$ cat config.mk
export PLATFORM = sky130hd
export DESIGN_NAME = watch_cfg_ctrl_flat
export DESIGN_NICKNAME = d
export VERILOG_FILES = /design/src/rtl/watch_cfg_ctrl_if.sv /design/src/rtl/watch_cfg_ctrl.sv /design/src/flat_wrapper.sv
export SDC_FILE = /design/constraint.sdc
export NUM_CORES = 1
export LEC_CHECK = 0
export CAP_MARGIN = 20
export CORE_UTILIZATION = 36
export DETAILED_ROUTE_END_ITERATION = 12
export GPL_TIMING_DRIVEN = 0
export PLACE_DENSITY = 0.88
export SLEW_MARGIN = 20
export SYNTH_ARGS = -nofsm -noshare
export SYNTH_HDL_FRONTEND = slang
export SYNTH_SLANG_ARGS = --single-unit
$ cat constraint.sdc
create_clock -name sysclk_i -period 1.8 [get_ports sysclk_i]
set_input_delay 0.36 -clock sysclk_i [delete_from_list [all_inputs] [get_ports sysclk_i]]
set_output_delay 0.36 -clock sysclk_i [all_outputs]
set_load 0.02 [all_outputs]
$ cat src/rtl/watch_cfg_ctrl_if.sv
// Wishbone slave bus bundle for watch_cfg_ctrl; signal names follow the caravel wbs_* convention.
interface watch_cfg_ctrl_if;
  logic        wbs_stb_i;
  logic        wbs_cyc_i;
  logic        wbs_we_i;
  logic [3:0]  wbs_sel_i;
  logic [31:0] wbs_adr_i;
  logic [31:0] wbs_dat_i;
  logic        wbs_ack_o;
  logic [31:0] wbs_dat_o;

  modport slave (
    input  wbs_stb_i, wbs_cyc_i, wbs_we_i, wbs_sel_i, wbs_adr_i, wbs_dat_i,
    output wbs_ack_o, wbs_dat_o
  );

  modport master (
    output wbs_stb_i, wbs_cyc_i, wbs_we_i, wbs_sel_i, wbs_adr_i, wbs_dat_i,
    input  wbs_ack_o, wbs_dat_o
  );
endinterface

$ cat src/rtl/watch_cfg_ctrl.sv
// Wishbone-controlled sequencer for asic_watch time-set loads: stage HH:MM, commit,
// range-check, then pulse dvalid_o/cfg_o for LOAD_CYCLES cycles with status readback.
module watch_cfg_ctrl #(
  parameter logic [31:0] ADDR_BASE   = 32'h3000_0000,
  parameter logic [31:0] ADDR_MASK   = 32'hFFFF_FFF0,
  parameter int unsigned LOAD_CYCLES = 2,
  parameter int unsigned CNT_W       = 8
) (
  input  logic               sysclk_i,
  input  logic               rstn_i,
  watch_cfg_ctrl_if.slave    wb,
  output logic               dvalid_o,
  output logic [11:0]        cfg_o,
  output logic               busy_o
);

  localparam int unsigned LCW = (LOAD_CYCLES > 1) ? $clog2(LOAD_CYCLES) : 1;

  typedef enum logic [1:0] {IDLE, CHECK, LOAD} state_e;

  state_e           state_q, state_d;
  logic             ack_q, ack_d;
  logic [31:0]      dat_q, dat_d;
  logic [10:0]      stage_q, stage_d;
  logic [10:0]      cfg_q, cfg_d;
  logic             err_q, err_d, ovr_q, ovr_d, done_q, done_d;
  logic [CNT_W-1:0] cnt_q, cnt_d;
  logic [LCW-1:0]   lc_q, lc_d;

  logic        hit, acc, wr, commit, clr, busy;
  logic [1:0]  rsel;
  logic [31:0] rdata, status;
  logic        unused_bits;

  assign hit  = (wb.wbs_adr_i & ADDR_MASK) == ADDR_BASE;
  // acc only in cycles where ack is low, so a held request is acked every other cycle
  assign acc  = wb.wbs_cyc_i & wb.wbs_stb_i & hit & ~ack_q;
  assign wr   = acc & wb.wbs_we_i;
  assign rsel = wb.wbs_adr_i[3:2];
  assign busy = (state_q != IDLE);

  assign commit = wr && (rsel == 2'd1) && wb.wbs_sel_i[0] && wb.wbs_dat_i[0];
  assign clr    = wr && (rsel == 2'd1) && wb.wbs_sel_i[0] && wb.wbs_dat_i[1];

  assign status = (32'(cnt_q) << 8) | {28'b0, done_q, ovr_q, err_q, busy};

  assign unused_bits = ^{wb.wbs_dat_i[31:11], wb.wbs_sel_i[3:2]};

  always_comb begin
    rdata = '0;
    case (rsel)
      2'd0:    rdata = {21'b0, stage_q};
      2'd2:    rdata = status;
      default: rdata = '0;
    endcase
  end

  always_comb begin
    state_d = state_q;
    ack_d   = acc;
    dat_d   = (acc & ~wb.wbs_we_i) ? rdata : '0;
    stage_d = stage_q;
    cfg_d   = cfg_q;
    err_d   = err_q;
    ovr_d   = ovr_q;
    done_d  = done_q;
    cnt_d   = cnt_q;
    lc_d    = lc_q;

    if (wr && rsel == 2'd0) begin
      if (wb.wbs_sel_i[0]) stage_d[7:0]  = wb.wbs_dat_i[7:0];
      if (wb.wbs_sel_i[1]) stage_d[10:8] = wb.wbs_dat_i[10:8];
    end

    // clear first so any flag set below in the same cycle survives
    if (clr) begin
      err_d  = 1'b0;
      ovr_d  = 1'b0;
      done_d = 1'b0;
    end

    if (commit && busy) ovr_d = 1'b1;

    case (state_q)
      IDLE: if (commit) state_d = CHECK;
      CHECK: begin
        if (stage_q[10:6] <= 5'd23 && stage_q[5:0] <= 6'd59) begin
          state_d = LOAD;
          cfg_d   = stage_q;
          lc_d    = LCW'(LOAD_CYCLES - 1);
        end else begin
          state_d = IDLE;
          err_d   = 1'b1;
        end
      end
      LOAD: begin
        if (lc_q == '0) begin
          state_d = IDLE;
          done_d  = 1'b1;
          cnt_d   = cnt_q + 1'b1;
        end else begin
          lc_d = lc_q - 1'b1;
        end
      end
      default: state_d = IDLE;
    endcase
  end

  always_ff @(posedge sysclk_i or negedge rstn_i) begin
    if (!rstn_i) begin
      state_q <= IDLE;
      ack_q   <= 1'b0;
      dat_q   <= '0;
      stage_q <= '0;
      cfg_q   <= '0;
      err_q   <= 1'b0;
      ovr_q   <= 1'b0;
      done_q  <= 1'b0;
      cnt_q   <= '0;
      lc_q    <= '0;
    end else begin
      state_q <= state_d;
      ack_q   <= ack_d;
      dat_q   <= dat_d;
      stage_q <= stage_d;
      cfg_q   <= cfg_d;
      err_q   <= err_d;
      ovr_q   <= ovr_d;
      done_q  <= done_d;
      cnt_q   <= cnt_d;
      lc_q    <= lc_d;
    end
  end

  assign wb.wbs_ack_o = ack_q;
  assign wb.wbs_dat_o = dat_q;
  assign dvalid_o     = (state_q == LOAD);
  assign busy_o       = busy;
  assign cfg_o        = {1'b0, cfg_q};

endmodule
$ cat src/flat_wrapper.sv
// flat-port wrapper written by rule: the top's interface ports become plain ports
module watch_cfg_ctrl_flat 
#(
  parameter logic [31:0] ADDR_BASE   = 32'h3000_0000,
  parameter logic [31:0] ADDR_MASK   = 32'hFFFF_FFF0,
  parameter int unsigned LOAD_CYCLES = 2,
  parameter int unsigned CNT_W       = 8
)
  (sysclk_i, rstn_i, dvalid_o, cfg_o, busy_o, wb_wbs_stb_i, wb_wbs_cyc_i, wb_wbs_we_i, wb_wbs_sel_i, wb_wbs_adr_i, wb_wbs_dat_i, wb_wbs_ack_o, wb_wbs_dat_o);
  watch_cfg_ctrl_if wb_i ();
  input  logic sysclk_i;
  input  logic rstn_i;
  output logic dvalid_o;
  output logic [11:0] cfg_o;
  output logic busy_o;
  input wire logic [$bits(wb_i.wbs_stb_i)-1:0] wb_wbs_stb_i;
  input wire logic [$bits(wb_i.wbs_cyc_i)-1:0] wb_wbs_cyc_i;
  input wire logic [$bits(wb_i.wbs_we_i)-1:0] wb_wbs_we_i;
  input wire logic [$bits(wb_i.wbs_sel_i)-1:0] wb_wbs_sel_i;
  input wire logic [$bits(wb_i.wbs_adr_i)-1:0] wb_wbs_adr_i;
  input wire logic [$bits(wb_i.wbs_dat_i)-1:0] wb_wbs_dat_i;
  output wire logic [$bits(wb_i.wbs_ack_o)-1:0] wb_wbs_ack_o;
  output wire logic [$bits(wb_i.wbs_dat_o)-1:0] wb_wbs_dat_o;
  assign wb_i.wbs_stb_i = wb_wbs_stb_i;
  assign wb_i.wbs_cyc_i = wb_wbs_cyc_i;
  assign wb_i.wbs_we_i = wb_wbs_we_i;
  assign wb_i.wbs_sel_i = wb_wbs_sel_i;
  assign wb_i.wbs_adr_i = wb_wbs_adr_i;
  assign wb_i.wbs_dat_i = wb_wbs_dat_i;
  assign wb_wbs_ack_o = wb_i.wbs_ack_o;
  assign wb_wbs_dat_o = wb_i.wbs_dat_o;
  watch_cfg_ctrl #(.ADDR_BASE(ADDR_BASE), .ADDR_MASK(ADDR_MASK), .LOAD_CYCLES(LOAD_CYCLES), .CNT_W(CNT_W)) u_core (.sysclk_i(sysclk_i), .rstn_i(rstn_i), .wb(wb_i), .dvalid_o(dvalid_o), .cfg_o(cfg_o), .busy_o(busy_o));
endmodule
Yosys cells after proc, flatten, opt, wreduce, memory -nomap -nowiden
Index checks and enable logic that the tools add are counted.
{"block": "word_totals", "regBits": 69, "in_bits": 73, "output_inout_bits": 47, "wordCells": 67}
{"block": "op_classes", "addsub": 2, "order_cmp": 2, "n_eq_ne": 8, "mux": 17, "bitwise_logic": 9, "n_reduce_logical": 18}
{"cell": "2-to-1 mux 32 bit", "count": 1}
{"cell": "case mux 16 bit (2 select lines)", "count": 1}
{"cell": "equality test 28 x 26 -> 1 bit (second input constant)", "count": 1}
{"cell": "bitwise OR 16 x 4 -> 16 bit", "count": 1}
{"cell": "AND reduction 2 bit", "count": 6}
{"cell": "2-to-1 mux 1 bit", "count": 10}
{"cell": "adder 8 x 1 -> 8 bit (second input constant)", "count": 1}
{"cell": "logical AND 1 bit", "count": 7}
{"cell": "<= comparator 6 bit (second input constant)", "count": 1}
{"cell": "2-to-1 mux 2 bit", "count": 3}
{"cell": "case mux 2 bit (3 select lines)", "count": 1}
{"cell": "nonzero test 2 bit", "count": 3}
{"cell": "bitwise AND 1 bit", "count": 5}
{"cell": "<= comparator 5 bit (second input constant)", "count": 1}
{"cell": "equality test 2 x 1 -> 1 bit (second input constant)", "count": 2}
{"cell": "equality test 2 bit (second input constant)", "count": 2}
{"cell": "logical NOT 2 bit", "count": 2}
{"cell": "inequality test 2 x 1 -> 1 bit (second input constant)", "count": 2}
{"cell": "inverter 1 bit", "count": 3}
{"cell": "inequality test 2 bit (second input constant)", "count": 1}
{"cell": "case mux 1 bit (2 select lines)", "count": 1}
{"cell": "subtractor 1 bit (second input constant)", "count": 1}

Longest topological paths before layout
{"block": "depth", "ltp_word": 10, "depth_mapped": 5, "mapped_depth_nobuf": 4}

Least setup slack after synthesis
No wires, ideal clock.
{"block": "synth_path", "path_type": "input-to-reg", "from": "input port wb_wbs_adr_i[12]", "to": "register u_core.stage_q[0]", "arrival_time_ps": 1668, "t_required_ps": 1675, "setup_slack_ps": 8, "stages": 4, "n_path_buf": 0, "cell_sequence": "nor4_1 -> nand4_2 -> nor3_4 -> mux2_2"}
{"block": "synth_via", "elab_chain_cells": 6}
{"element": "start: declaration", "line": "flat_wrapper.sv:20", "rtl": "input wire logic [$bits(wb_i.wbs_adr_i)-1:0] wb_wbs_adr_i;"}
{"element": "equality test 28 x 26 -> 1 bit", "line": "watch_cfg_ctrl.sv:35", "rtl": "assign hit = (wb.wbs_adr_i & ADDR_MASK) == ADDR_BASE;"}
{"element": "bitwise AND 1 bit (2 in a row)", "line": "watch_cfg_ctrl.sv:37", "rtl": "assign acc = wb.wbs_cyc_i & wb.wbs_stb_i & hit & ~ack_q;"}
{"element": "bitwise AND 1 bit", "line": "watch_cfg_ctrl.sv:38", "rtl": "assign wr = acc & wb.wbs_we_i;"}
{"element": "logical AND 1 bit", "line": "watch_cfg_ctrl.sv:70", "rtl": "if (wr && rsel == 2'd0) begin"}
{"element": "AND reduction 2 bit (no source line)"}
{"element": "end signal: assignment", "line": "watch_cfg_ctrl.sv:125", "rtl": "stage_q <= stage_d;"}
{"element": "end: declaration", "line": "watch_cfg_ctrl.sv:24", "rtl": "logic [10:0] stage_q, stage_d;"}
No other way between the ends.
A chain may end at the register's enable or synchronous reset.

Worst setup path after layout
{"block": "layout_path", "from": "register u_core.state_q[0]", "to": "output port busy_o"}
{"block": "layout_via", "elab_chain_cells": 1}
{"element": "start: declaration", "line": "watch_cfg_ctrl.sv:21", "rtl": "state_e state_q, state_d;"}
{"element": "start signal: assignment", "line": "watch_cfg_ctrl.sv:122", "rtl": "state_q <= state_d;"}
{"element": "nonzero test 2 bit", "line": "watch_cfg_ctrl.sv:40", "rtl": "assign busy = (state_q != IDLE);"}
{"element": "end: declaration", "line": "flat_wrapper.sv:15", "rtl": "output logic busy_o;"}
No other way between the ends.

==> impl_results.md <==
- CTS tree: built
- Post-DP HPWL: 3930 microns
- Post-synthesis register bit count: 53
- Via-to-Cell Ratio: 4.75
- Initial DRC Count: 80
- Seq/Total Area, Yosys: 56.5%
- Pre-CTS setup slack: -0.697 ns
- Final Hold Fails: 0
- RSZ-0062 raised after global routing: false
- Worst skew pair latency: 0.30 ns
- Outcome: finished, final reports clean
- Max Slew Vio Count: 0
- Max_slew headroom: 56.5%
- Via count: 1775
- Synth cell types: 32
- Most frequent cells in the layout: 53 x dfrtp_1, 42 x clkdlybuf4s50_1, 20 x buf_4, 17 x conb_1, 16 x dlymetal6s2s_1
- GRT Residual Overflow: 0
- CP max-delay cell: dfrtp_1
- Clock Pin Slew Worst Setup and Hold Paths: 0.09 ns
- CP Max Fanout: 5
- Max-Cap Viols: 0
- Max incr delay on CP: 0.43 ns
- Max Clock Freq: 571 MHz
- Yosys warnings: 0
- Most common cell after layout, fill and taps aside: dfrtp_1
- Largest net degree at the start of global routing: 54
- Core area: 6310 sq um
- Clock buffer depth: 2
- Hold Crit Class: input pin to asynchronous set/reset pin
- Worst Max-Slew Pin Slew: 0.652 ns
- Mean Syn Cell Area: 12.2 sq um
- DR DRC count: 0
- CP required: 1.44 ns
- IO Count: 120
- Placed instance area: 3250 sq um
- Layout area overhead: 50.1%
- Final ANT Viol Nets: 0
- DR WL/cell: 14.6 microns
- IO Port Bufs: 75
- Post-Syn Instances: 193
- Nets: 371
- Endpoints failing setup: 0
- H-tree depth: 2
- Worst hold slack: 0.0837 ns
- Cell Area, Synth: 2350 sq um
- Crit. End Element: output pin
- Worst setup SP type: flop
- Routability cong.: 0.769
- Initial antenna violation count: 0
- Inserted Clock Buffers: 5
- Final period util: 97.3%
- P per Cell Area: 583 nW/um^2
- Final WS setup: 0.0482 ns
- Crit path DAT: 1.39 ns
- Post-route minimum period: 1.75 ns
- Tot GR Track Use: 16.4%
- Share of cells above drive strength 1: 23.6%
- Root buf cell: clkbuf_8
- Clock Skew: 0.00463 ns
- Inserted Diodes: 0
- Post-CTS Hold Buffers: 0
- Worst IR Drop VDD: 0.304 mV
- Vias in the first global route: 1763
- Die Y: 82.8 microns
- Initial Utilization: 37.2%
- Drt pass-1 iters: 4
- Detailed Route WL: 5450 microns
- Die Area: 6850 sq um
- Crit path cell chain: or2_2 > clkdlybuf4s15_1
- WS Path Type: flop to output pin
- Leakage: 1.83 nW
- Clock sinks: 53
- Die X-Extent: 82.8 microns
- Row count: 29
- First-pass GRT wire length: 8250 microns
- Post-Layout Inst Area: 3530 sq um
- Overall Power: 2.05 mW
## stage by stage
| step | util (%) | setup TNS, ns | std cells |
|---|---|---|---|
| 2_1_floorplan | - | 0 | 209 |
| 3_3_place_gp | 51.6 | -75.32 | 361 |
| 3_5_place_dp | 51.5 | -16.85 | 361 |
| 4_1_cts | 54.8 | -0.0478 | 374 |
| 5_1_grt | 55.8 | 0 | 374 |
| 6_report | 55.8 | 0 | 374 |
## layer usage
metal	wire (microns)	part of all wire (%)	track usage [%]
met5	0	0	0
met4	169	3.1	6.72
met3	434	8.0	4.48
met2	2720	50	29.0
met1	2130	39	18.5
## where the power goes
part | internal (mW) | total (mW) | switching [mW]
sequential | 1.19 | 1.19 | 0.00000000150
clock | 0.270 | 0.649 | 0.379
combinational | 0.110 | 0.216 | 0.106
total | 1.57 | 2.05 | 0.484
## logic make-up (layout without fill, tap and decap cells)
family	count (synthesis)	after routing	share of synthesized area [%]
buffers and inverters	33	121	8.31
muxes	26	26	12.1
adders and majority gates	1	1	0.533
AOI/OAI and AO/OA	8	8	1.97
DFF	53	53	56.5
and+or+nand+nor	64	64	17.8
xor gates and xnor gates	7	7	2.61
other	1	17	0.160
## final timing paths
kind / end / from / depth (start not counted) / slack (ns)
max: busy_o / u_core.state_q[0]$_DFFE_PN0P_ / 2 / 0.05
min: u_core.cnt_q[2]$_DFFE_PN0P_ / rstn_i / 1 / 0.08
max reg2reg: u_core.stage_q[4]$_DFFE_PN0P_ / u_core.wb.wbs_ack_o$_DFF_PN0_ / 6 / 0.14
min reg2reg: u_core.cnt_q[7]$_DFFE_PN0P_ / u_core.cnt_q[7]$_DFFE_PN0P_ / 1 / 0.47
max in group asynchronous: u_core.state_q[0]$_DFFE_PN0P_ / rstn_i / 1 / 1.28
min in group sysclk_i: u_core.cnt_q[7]$_DFFE_PN0P_ / u_core.cnt_q[7]$_DFFE_PN0P_ / 1 / 0.47
## worst max-delay path: cells and delay by family (launching register included)
family                 cells  cell delay, ns
buffers and inverters      1            0.31
DFF                        1            0.43
and+or+nand+nor            1            0.35
## final cells by class
| type | instances | area, sq um |
|---|---|---|
| Clock inverter | 1 | 8.76 |
| Multi-Input combinational cell | 123 | 998 |
| Tap cell | 77 | 96.3 |
| Timing Repair Buffer | 81 | 828 |
| Clock buffer | 6 | 72.6 |
| Sequential cell | 53 | 1330 |
| Fill cell | 556 | 2790 |
| Inverter | 10 | 37.5 |
| Buffer | 23 | 158 |
## state kept, by name, indices dropped and copies added, names as in the netlist
name	flops
u_core.done_q	1
u_core.wb.wbs_ack_o	1
u_core.wb.wbs_dat_o	16
u_core.ovr_q	1
u_core.state_q	2
u_core.err_q	1
u_core.lc_q	1
u_core.cfg_q	11
u_core.stage_q	11
u_core.cnt_q	8
## synthesized netlist by cell type (all sizes together)
cell	n	area (sq um)
and3	7	43.8
and3b	1	8.76
buf	18	139
clkbuf	5	18.8
conb	1	3.75
dfrtp	53	1330
ha	1	12.5
inv	10	37.5
mux2	19	214
mux2i	7	70.1
nand2	12	45.0
nand3	1	5.00
nand3b	1	7.51
nand4	8	62.6
nand4b	1	8.76
nor2	2	7.51
nor2b	3	18.8
nor3	12	71.3
nor3b	1	12.5
nor4	11	98.8
nor4bb	1	10.0
o21ai	6	30.0
o21bai	1	7.51
o2bb2ai	1	8.76
or2	3	18.8
xnor2	5	43.8
xor2	2	17.5
## timing repair
| action | CTS | global route |
|---|---|---|
| gates cloned | 0 | 0 |
| pin swaps | 11 | 11 |
| gates resized for setup | 37 | 25 |
| setup buffers | 6 | 0 |
| endpoints found under the setup margin | 33 | 29 |
Note: power is estimated with default switching activity, not from simulation.
